==> config.mk <==
export PLATFORM = sky130hd
export DESIGN_NAME = midi_tx
export DESIGN_NICKNAME = d
export VERILOG_FILES = /design/src/rtl/midi_tx.sv
export SDC_FILE = /design/constraint.sdc
export NUM_CORES = 1
export LEC_CHECK = 0
export ABC_AREA = 1
export BUFFER_PORTS_ARGS = -buffer_cell sky130_fd_sc_hd__buf_2
export CORE_ASPECT_RATIO = 1.25
export CORE_MARGIN = 2
export CORE_UTILIZATION = 43
export DETAILED_ROUTE_END_ITERATION = 10
export HOLD_SLACK_MARGIN = 0.08
export PLACE_DENSITY = 0.67
export SLEW_MARGIN = 20
export SYNTH_ARGS = -nofsm -noshare
export SYNTH_HDL_FRONTEND = slang
export SYNTH_SLANG_ARGS = --single-unit
==> constraint.sdc <==
create_clock -name clk -period 3.1 [get_ports clk]
set_input_delay 0.62 -clock clk [delete_from_list [all_inputs] [get_ports clk]]
set_output_delay 0.62 -clock clk [all_outputs]
set_load 0.01 [all_outputs]
==> src/rtl/midi_tx.sv <==
// MIDI 1.0 transmitter: takes one packed (status, data1, data2) message and sends 8N1, LSB first.
// Optional feature macro MIDI_TX_RUNNING_STATUS_EN drops a repeated channel status byte (running status).
module midi_tx #(
    parameter int CLK_HZ = 50_000_000,
    parameter int BAUD   = 31_250
) (
    input  logic        clk,
    input  logic        rst_n,
    input  logic [23:0] in_bytes,
    input  logic        in_valid,
    output logic        in_ready,
    output logic        serial,
    output logic        busy,
    output logic        done,
    output logic        err
);

    localparam int CLKS_PER_BIT = CLK_HZ / BAUD;
    localparam int CNT_W = (CLKS_PER_BIT > 1) ? $clog2(CLKS_PER_BIT) : 1;
    localparam logic [CNT_W-1:0] CNT_LAST = CNT_W'(CLKS_PER_BIT - 1);

    typedef enum logic [1:0] {IDLE, START, DATA, STOP} state_t;

    state_t           state, state_d;
    logic [CNT_W-1:0] cnt, cnt_d;
    logic [2:0]       bit_idx, bit_idx_d;
    logic [1:0]       byte_idx, byte_idx_d;
    logic [1:0]       byte_last, byte_last_d;
    logic [23:0]      msg, msg_d;
    logic [7:0]       cur_byte;
    logic             serial_d, done_d, err_d;
    logic             accept, bit_end;
`ifdef MIDI_TX_RUNNING_STATUS_EN
    logic [7:0]       last_status, last_status_d;
`endif

    // Index of the final byte to send, from the MIDI message length of the status byte.
    function automatic logic [1:0] final_index(input logic [7:0] status);
        logic [1:0] idx;
        idx = 2'd2;
        case (status[7:4])
            4'hC, 4'hD: idx = 2'd1;
            4'hF: begin
                case (status[3:0])
                    4'h2:       idx = 2'd2;
                    4'h1, 4'h3: idx = 2'd1;
                    default:    idx = 2'd0;
                endcase
            end
            default: idx = 2'd2;
        endcase
        return idx;
    endfunction

    function automatic logic [7:0] pick_byte(input logic [23:0] m, input logic [1:0] idx);
        logic [7:0] b;
        case (idx)
            2'd0:    b = m[23:16];
            2'd1:    b = m[15:8];
            default: b = m[7:0];
        endcase
        return b;
    endfunction

    assign accept  = in_valid && (state == IDLE);
    assign bit_end = (cnt == CNT_LAST);

    always_ff @(posedge clk or negedge rst_n) begin
        if (!rst_n) begin
            state <= IDLE;
        end else begin
            state <= state_d;
        end
    end

    always_comb begin
        state_d     = state;
        cnt_d       = cnt;
        bit_idx_d   = bit_idx;
        byte_idx_d  = byte_idx;
        byte_last_d = byte_last;
        msg_d       = msg;
`ifdef MIDI_TX_RUNNING_STATUS_EN
        last_status_d = last_status;
`endif
        case (state)
            IDLE: begin
                if (accept && in_bytes[23]) begin
                    msg_d       = in_bytes;
                    state_d     = START;
                    cnt_d       = '0;
                    bit_idx_d   = '0;
                    byte_idx_d  = 2'd0;
                    byte_last_d = final_index(in_bytes[23:16]);
`ifdef MIDI_TX_RUNNING_STATUS_EN
                    // Channel messages (80-EF) may reuse the status; system common clears it, realtime keeps it.
                    if (in_bytes[23:20] != 4'hF) begin
                        if (in_bytes[23:16] == last_status) begin
                            byte_idx_d = 2'd1;
                        end
                        last_status_d = in_bytes[23:16];
                    end else if (!in_bytes[19]) begin
                        last_status_d = '0;
                    end
`endif
                end
            end
            START: begin
                if (bit_end) begin
                    cnt_d     = '0;
                    bit_idx_d = '0;
                    state_d   = DATA;
                end else begin
                    cnt_d = cnt + CNT_W'(1);
                end
            end
            DATA: begin
                if (bit_end) begin
                    cnt_d = '0;
                    if (bit_idx == 3'd7) begin
                        state_d = STOP;
                    end else begin
                        bit_idx_d = bit_idx + 3'd1;
                    end
                end else begin
                    cnt_d = cnt + CNT_W'(1);
                end
            end
            STOP: begin
                if (bit_end) begin
                    cnt_d = '0;
                    if (byte_idx == byte_last) begin
                        state_d = IDLE;
                    end else begin
                        byte_idx_d = byte_idx + 2'd1;
                        state_d    = START;
                    end
                end else begin
                    cnt_d = cnt + CNT_W'(1);
                end
            end
            default: state_d = IDLE;
        endcase
    end

    // Serial is registered from the next-state view so the line never glitches.
    always_comb begin
        cur_byte = pick_byte(msg_d, byte_idx_d);
        in_ready = (state == IDLE);
        busy     = (state != IDLE) || (accept && in_bytes[23]);
        done_d   = (state == STOP) && bit_end && (byte_idx == byte_last);
        err_d    = accept && !in_bytes[23];
        case (state_d)
            START:   serial_d = 1'b0;
            DATA:    serial_d = cur_byte[bit_idx_d];
            default: serial_d = 1'b1;
        endcase
    end

    always_ff @(posedge clk or negedge rst_n) begin
        if (!rst_n) begin
            cnt       <= '0;
            bit_idx   <= '0;
            byte_idx  <= '0;
            byte_last <= '0;
            msg       <= '0;
            serial    <= 1'b1;
            done      <= 1'b0;
            err       <= 1'b0;
`ifdef MIDI_TX_RUNNING_STATUS_EN
            last_status <= '0;
`endif
        end else begin
            cnt       <= cnt_d;
            bit_idx   <= bit_idx_d;
            byte_idx  <= byte_idx_d;
            byte_last <= byte_last_d;
            msg       <= msg_d;
            serial    <= serial_d;
            done      <= done_d;
            err       <= err_d;
`ifdef MIDI_TX_RUNNING_STATUS_EN
            last_status <= last_status_d;
`endif
        end
    end

endmodule

==> metrics.md, run 1 <==
| Metric | Value |
|---|---|
| Status | `complete, no violations` |
| Fillcell total | `578` |
| Clk_lat worst skew | `0.31 ns` |
| H-tree depth | `2` |
| CTS clk-pin slew, worst paths | `0.10 ns` |
| Leakage | `1.473 nW` |
| Layout cells sized above 1 | `16.89%` |
| Comb power frac | `37.9%` |
| RR Startpoint | `state[0]$_DFF_PN0_` |
| WL/cell | `13.22 um` |
| Post-CTS Resized | `0` |
| Register area share after synthesis | `45.09%` |
| Register area | `1177 um2` |
| Arr. time, crit path | `2.65 ns` |
| Internal power | `1.242 mW` |
| # rows | `31` |
| Multi-input gate area | `1242 um2` |
| Nets | `406` |
| Clock network power share | `18.8%` |
| Syn Std Cell Area | `2611 um2` |
| HP Class | `in2async` |
| Final Hold Viols | `0` |
| Non-Filler Instances | `439` |
| Post-CTS Setup Repair Bufs | `0` |
| DP Wirelength | `4.359 mm` |
| Clk buf depth | `2` |
| CTS root buf | `clkbuf_8` |
| Crit share post-route | `77.29%` |
| Worst path most repeated cell | `nand2_1` |
| Antenna-violating nets left | `0` |
| GRT overflow | `0` |
| Post-synthesis compound-gate area fraction | `9.056%` |
| Startpoint Class | `flop` |
| Synthesized Nets | `374` |
| Overall routing resource usage | `19.26%` |
| Number of setup violations in the final report | `0` |
| Synth Area in Adders | `3.354%` |
| Post-Syn Instances | `340` |
| Final clock skew | `0.008162 ns` |
| CP Max Fanout | `16` |
| CTS tree | `built` |
| Nature of the critical path endpoint | `flop` |
| Reg-to-reg setup timing slack | `0.70 ns` |
| Hold buffers post-CTS | `0` |
| P_sw | `0.8090 mW` |
| Share of power burned in registers | `43.3%` |
| CTS Buf Count | `5` |
| Crit path cell chain | `inv_1, ha_1, nand3_1, inv_1, buf_4, nand2_1, nand2_1, nand3_1, nand3_1, nand3_1, nand2_1, nand2_1, nand2_1, nand2_1, nand2_1` |
| Setup repair after global routing missed its margin | `no` |
| Final wirelength | `5.805 mm` |
| Number of global-route vias before repair | `2,196` |
| Synthesized area per cell | `7.680 um2` |
| Placeable Area | `5818 um2` |
| Vias/cell | `5.057` |
| Router iterations before antenna repair | `4` |
| Max Cap Viol | `0` |
| Tmin final | `2.396 ns` |
| Fmax achieved | `417.3 MHz` |
| Slew margin rel. | `60.44%` |
| Switching share of power | `39.44%` |
| GPL Wtd Cong | `0.9010` |
| IO Count | `32` |
| Worst slew pin tran | `0.5934 ns` |
| Die extent in x | `73.70 um` |
| Largest net degree at the start of global routing | `48` |
| Main combinational cell family by area after synthesis | `simple AND/OR/NAND/NOR gates` |
| Power per cell area | `707.5 nW/um2` |
| Synth-to-Final Area Change | `11.02%` |
| Iter 0 DRT Violations | `99` |
| Crit path launch | `state[0]$_DFF_PN0_` |
| Simple-gate area share of the yosys netlist | `34.16%` |
| R2r worst-path depth | `15` |
| Yosys cell types | `36` |
| Area leader, netlist | `dfrtp_1` |
| Synth top area cells | `dfrtp_1 (44%), nand2_1 (15%), nand3_1 (8.4%)` |
| Maximum vdd drop | `0.0003907 V` |
| CP max stage cell | `dfrtp_1` |
| Fin Setup TNS | `0 ns` |
| Synth Register Bits | `47` |
| CP peak stage delay | `0.44 ns` |
| DRC | `0` |
| Critical Setup Path Class | `reg2reg` |
| Xor/xnor share of the synthesized area | `1.006%` |
| Die Area | `6716 um2` |
| Post-synthesis mux area share | `0%` |
| # diodes | `0` |
| Critical path required time | `3.35 ns` |
| First-pass GRT wire length | `9.998 mm` |
| R2R Path End | `serial$_DFF_PN1_` |
| Placed Cells | `431` |
| Starting Density | `44.88%` |
| Chip height | `91.13 um` |
| Port Buffers | `31` |
| Initial antenna violation count | `0` |
| Area share of the largest cell type after synthesis | `44.08%` |
| CTS Sinks | `47` |
| Final Max Tran Viols | `0` |
| Via count | `2,220` |
| Synthesis warning total | `0` |
==> critical path, delay by kind of cell, from the launching register on <==
kind,cells,cell delay (ns)
adder cells (fa/ha/maj),1,0.24
buffers and inverters,3,0.81
flip-flops,1,0.44
AND/OR/NAND/NOR,11,0.87
==> cell usage in the layout, fill, tap and decap left out, types with 2 or more instances in the layout <==
cell type / netlist / final
nor2_2: 3 / 3
dfrtp_1: 46 / 46
xor2_1: 2 / 2
o31ai_1: 2 / 2
a211oi_1: 2 / 2
buf_4: 1 / 3
a21oi_1: 13 / 13
inv_2: 2 / 2
o21ai_1: 2 / 2
nand2_1: 104 / 104
nand2_2: 5 / 5
nor3b_1: 2 / 2
nor2_1: 29 / 29
or2_2: 5 / 5
ha_1: 7 / 7
nand3_1: 44 / 44
o21ai_4: 2 / 2
clkinvlp_4: 0 / 2
inv_1: 32 / 32
nor3_1: 5 / 5
clkbuf_8: 0 / 5
o21ai_0: 12 / 12
buf_2: 3 / 30
==> state kept, by name (all words and copies together), names as in the netlist <==
name,cells
bit_idx,3
byte_idx,2
byte_last,2
cnt,11
done,1
err,1
msg,24
serial,1
state,2
==> layout make-up <==
cell class / instances / area share, %
flip-flops and latches: 47 / 40.61
repair buffers: 33 / 5.956
well taps: 66 / 2.849
clock inverters: 3 / 0.8200
multi-input cells: 250 / 42.86
inverters: 35 / 4.532
clock buffers: 5 / 2.374
==> power groups by stage <==
stage	sequential, mW	clock [mW]	combinational, mW
3_5_place_dp	0.902	0	0.784
2_1_floorplan	0.886	0	0.581
5_1_grt	0.910	0.424	0.888
3_3_place_gp	0.894	0	0.777
6_report	0.888	0.386	0.777
4_1_cts	0.890	0.400	0.788
==> how the worst max path moves through the flow <==
| stage | slack (ns) | depth (start not counted) | to |
|---|---|---|---|
| after floorplan | 0.97 | 17 | serial$_DFF_PN1_ |
| after global placement | 0.77 | 15 | serial$_DFF_PN1_ |
| after detailed placement | 0.74 | 15 | serial$_DFF_PN1_ |
| after CTS | 0.70 | 15 | serial$_DFF_PN1_ |
| after global routing | 0.43 | 15 | serial$_DFF_PN1_ |
| final | 0.70 | 15 | serial$_DFF_PN1_ |
==> layer usage <==
metal	part of all wire [%]	track usage (%)
met2	51	31.99
met4	3.1	9.697
met5	0	0
met1	43	23.23
met3	2.9	3.552
==> synth_stat cells (all sizes together) <==
cell and instances:
nand2 110, dfrtp 46, nand3 44, inv 34, nor2 33, o21ai 16
a21oi 14, buf 8, ha 7, nor3 6, or2 5, a211oi 2
nor3b 2, o31ai 2, xor2 2, a21boi 1, a2bb2oi 1, and2 1
clkinv 1, dfstp 1, nand4 1, nor4 1, o22ai 1, xnor2 1
==> kinds of logic after synthesis <==
family,Yosys count
and+or+nand+nor,203
DFF,47
buffers and inverters,43
AOI/OAI and AO/OA,37
adders and majority gates,7
xor gates and xnor gates,3
==> through the flow <==
stage / util [%] / power (mW) / setup slack, ns / instance area, um2 / hold slack, ns
after floorplan: - / 1.467 / 0.9714 / 2611 / 0.3244
after global placement: 48.19 / 1.671 / 0.7714 / 2804 / 0.4394
after detailed placement: 48.19 / 1.686 / 0.7363 / 2804 / 0.4405
after CTS: 49.78 / 2.078 / 0.7006 / 2897 / 0.4631
after global routing: 49.83 / 2.221 / 0.4306 / 2899 / 0.3605
final: 49.83 / 2.051 / 0.7039 / 2899 / 0.3035
Power figures use the tool's default switching activity.
==> inputs of run 2 (changes only) <==
Settings changed: PLACE_DENSITY 0.67 to 0.69.
Clock period 3.1 ns to 2.2 ns, I/O delays scaled along.
==> metrics.md, run 2 (synthesized netlist as in run 1, its figures left out) <==
| Metric | Value |
|---|---|
| Final wirelength | `6.493 mm (+12%)` |
| Clk buf depth | `2 (unchanged)` |
| Starting Density | `44.88% (unchanged)` |
| Biggest regs | `msg (24), cnt (11), bit_idx (3)` |
| Worst slew pin tran | `0.5218 ns (-0.07155 ns)` |
| Maximum vdd drop | `0.0005540 V (+42%)` |
| Top Family by Delay on Critical Path | `simple AND/OR/NAND/NOR gates` |
| Commonest non-fill, non-tap cells in the layout | `nand2_1 (100), dfrtp_1 (46), nand3_1 (35)` |
| Final Max Tran Viols | `0 (unchanged)` |
| Power per cell area | `976.1 nW/um2 (+38%)` |
| CTS Sinks | `47 (unchanged)` |
| GRT overflow | `0 (unchanged)` |
| # rows | `31 (unchanged)` |
| Nature of the critical path endpoint | `flop` |
| Vias/cell | `5.300 (+4.8%)` |
| Number of global-route vias before repair | `2,232 (+1.6%)` |
| Tmin final | `2.121 ns (-0.2748 ns)` |
| Slew margin rel. | `65.21% (+4.8 points)` |
| IO Count | `32 (unchanged)` |
| Largest net degree at the start of global routing | `28 (-42%)` |
| Commonest non-fill, non-tap cell in the layout | `nand2_1` |
| Crit share post-route | `96.42% (+19 points)` |
| Buf/Inv on CP | `3 (unchanged)` |
| Fmax achieved | `471.4 MHz (+13%)` |
| Overall routing resource usage | `19.50% (+0.24 points)` |
| Chip height | `91.13 um (unchanged)` |
| First-pass GRT wire length | `10.27 mm (+2.8%)` |
| Setup repair after global routing missed its margin | `yes` |
| Die extent in x | `73.70 um (unchanged)` |
| Top reg by flops | `msg` |
| Layout cells sized above 1 | `27.95% (+11 points)` |
| Max Cap Viol | `0 (unchanged)` |
| Final instance area | `3224 um2 (+11%)` |
| Nets | `423 (+4.2%)` |
| Final hold slack | `0.08720 ns (-0.2163 ns)` |
| CP max stage cell | `dfrtp_1` |
| Final Hold Viols | `0 (unchanged)` |
| Pre-CTS WS | `0.02388 ns (-0.7125 ns)` |
| Max reg flops | `24 (unchanged)` |
| Startpoint Class | `flop` |
| Antenna-violating nets left | `0 (unchanged)` |
| Placeable Area | `5818 um2 (unchanged)` |
| Synth-to-Final Area Change | `23.48%` |
| CTS Buf Count | `5 (unchanged)` |
| Cell Area, Placed | `2889 um2 (+3.0%)` |
| CP Max Fanout | `9 (-7)` |
| DP Wirelength | `4.576 mm (+5.0%)` |
| Placed Cells | `439 (+1.9%)` |
| H-tree depth | `2 (unchanged)` |
| DRC | `0 (unchanged)` |
| Iter 0 DRT Violations | `123 (+24%)` |
| Fin Setup TNS | `0 ns (unchanged)` |
| Leakage | `1.627 nW (+10%)` |
| Via count | `2,417 (+8.9%)` |
| WL/cell | `14.24 um (+7.7%)` |
| Final WS setup | `0.07871 ns (-0.6252 ns)` |
| Fin util | `55.42% (+5.6 points)` |
| Hold buffers post-CTS | `0 (unchanged)` |
| CP peak stage delay | `0.44 ns (about the same)` |
| Non-Filler Instances | `456 (+3.9%)` |
| Final clock skew | `0.01442 ns (+0.006255 ns)` |
| Port Buffers | `31 (unchanged)` |
| Number of setup violations in the final report | `0 (unchanged)` |
| CTS tree | `built` |
| Total Power | `3.147 mW (+53%)` |
| # diodes | `0 (unchanged)` |
| Arr. time, crit path | `2.37 ns (-0.28 ns)` |
| Die Area | `6716 um2 (unchanged)` |
| HP Class | `in2async` |
| Clk_lat worst skew | `0.31 ns (about the same)` |
| Worst path most repeated cell | `nand2_1` |
| Status | `complete, no violations` |
| Critical Setup Path Class | `reg2reg` |
| Critical path required time | `2.45 ns (-0.90 ns)` |
| Crit path cell chain | `inv_2, ha_4, buf_4, nand2_2, inv_2, nor2_2, nand2_2, nand2_1, o21ai_4, nand3_1, nand3_1, nand3_1, nand2_1, nand2_1, nand2_1, nand2_1, nand2_1` |
| CTS clk-pin slew, worst paths | `0.10 ns (about the same)` |
| Router iterations before antenna repair | `4 (unchanged)` |
| CTS root buf | `clkbuf_8` |
| Initial antenna violation count | `0 (unchanged)` |
| GPL Wtd Cong | `0.8830 (-2.0%)` |
==> run 2: layout make-up <==
| class | instances | area (um2) |
|---|---|---|
| Inverter | 35 | 131.4 |
| Tap cell | 66 | 82.58 |
| Clock inverter | 3 | 26.28 |
| Clock buffer | 5 | 68.82 |
| Sequential cell | 47 | 1177 |
| Fill cell | 540 | 2594 |
| Timing Repair Buffer | 48 | 332.8 |
| Multi-Input combinational cell | 252 | 1405 |
==> run 2: power breakdown <==
group	internal (mW)	switching, mW
registers	1.14	0.112
logic	0.504	0.825
clock network	0.236	0.330
total	1.88	1.27
==> run 2: final timing paths <==
kind | startpoint | to | slack (ns) | depth (start not counted)
max | state[1]$_DFF_PN0_ | serial$_DFF_PN1_ | 0.08 | 17
max in group asynchronous | rst_n | msg[4]$_DFF_PN0_ | 1.58 | 2
min in group clk | in_bytes[23] | err$_DFF_PN0_ | 0.35 | 2
min reg2reg | msg[23]$_DFF_PN0_ | msg[23]$_DFF_PN0_ | 0.48 | 1
min | rst_n | cnt[3]$_DFFE_PN0P_ | 0.09 | 1
max reg2reg | state[1]$_DFF_PN0_ | serial$_DFF_PN1_ | 0.08 | 17
==> run 2: routing by layer <==
layer / routed length, um / track usage, % / up-vias / part of all wire [%]
li1: - / - / 1189 / -
met1: 2626 / 23.14 / 1152 / 40
met2: 3476 / 34.45 / 59 / 54
met3: 211 / 2.886 / 17 / 3.2
met4: 178 / 7.424 / 0 / 2.7
met5: 0 / 0 / - / 0
==> run 2: what timing repair did <==
| action | CTS | global route |
|---|---|---|
| gates resized for setup | 2 | 36 |
| cloned | 0 | 2 |
| pin swaps | 0 | 12 |
| setup buffers | 0 | 7 |
| setup endpoints to repair | 1 | 3 |
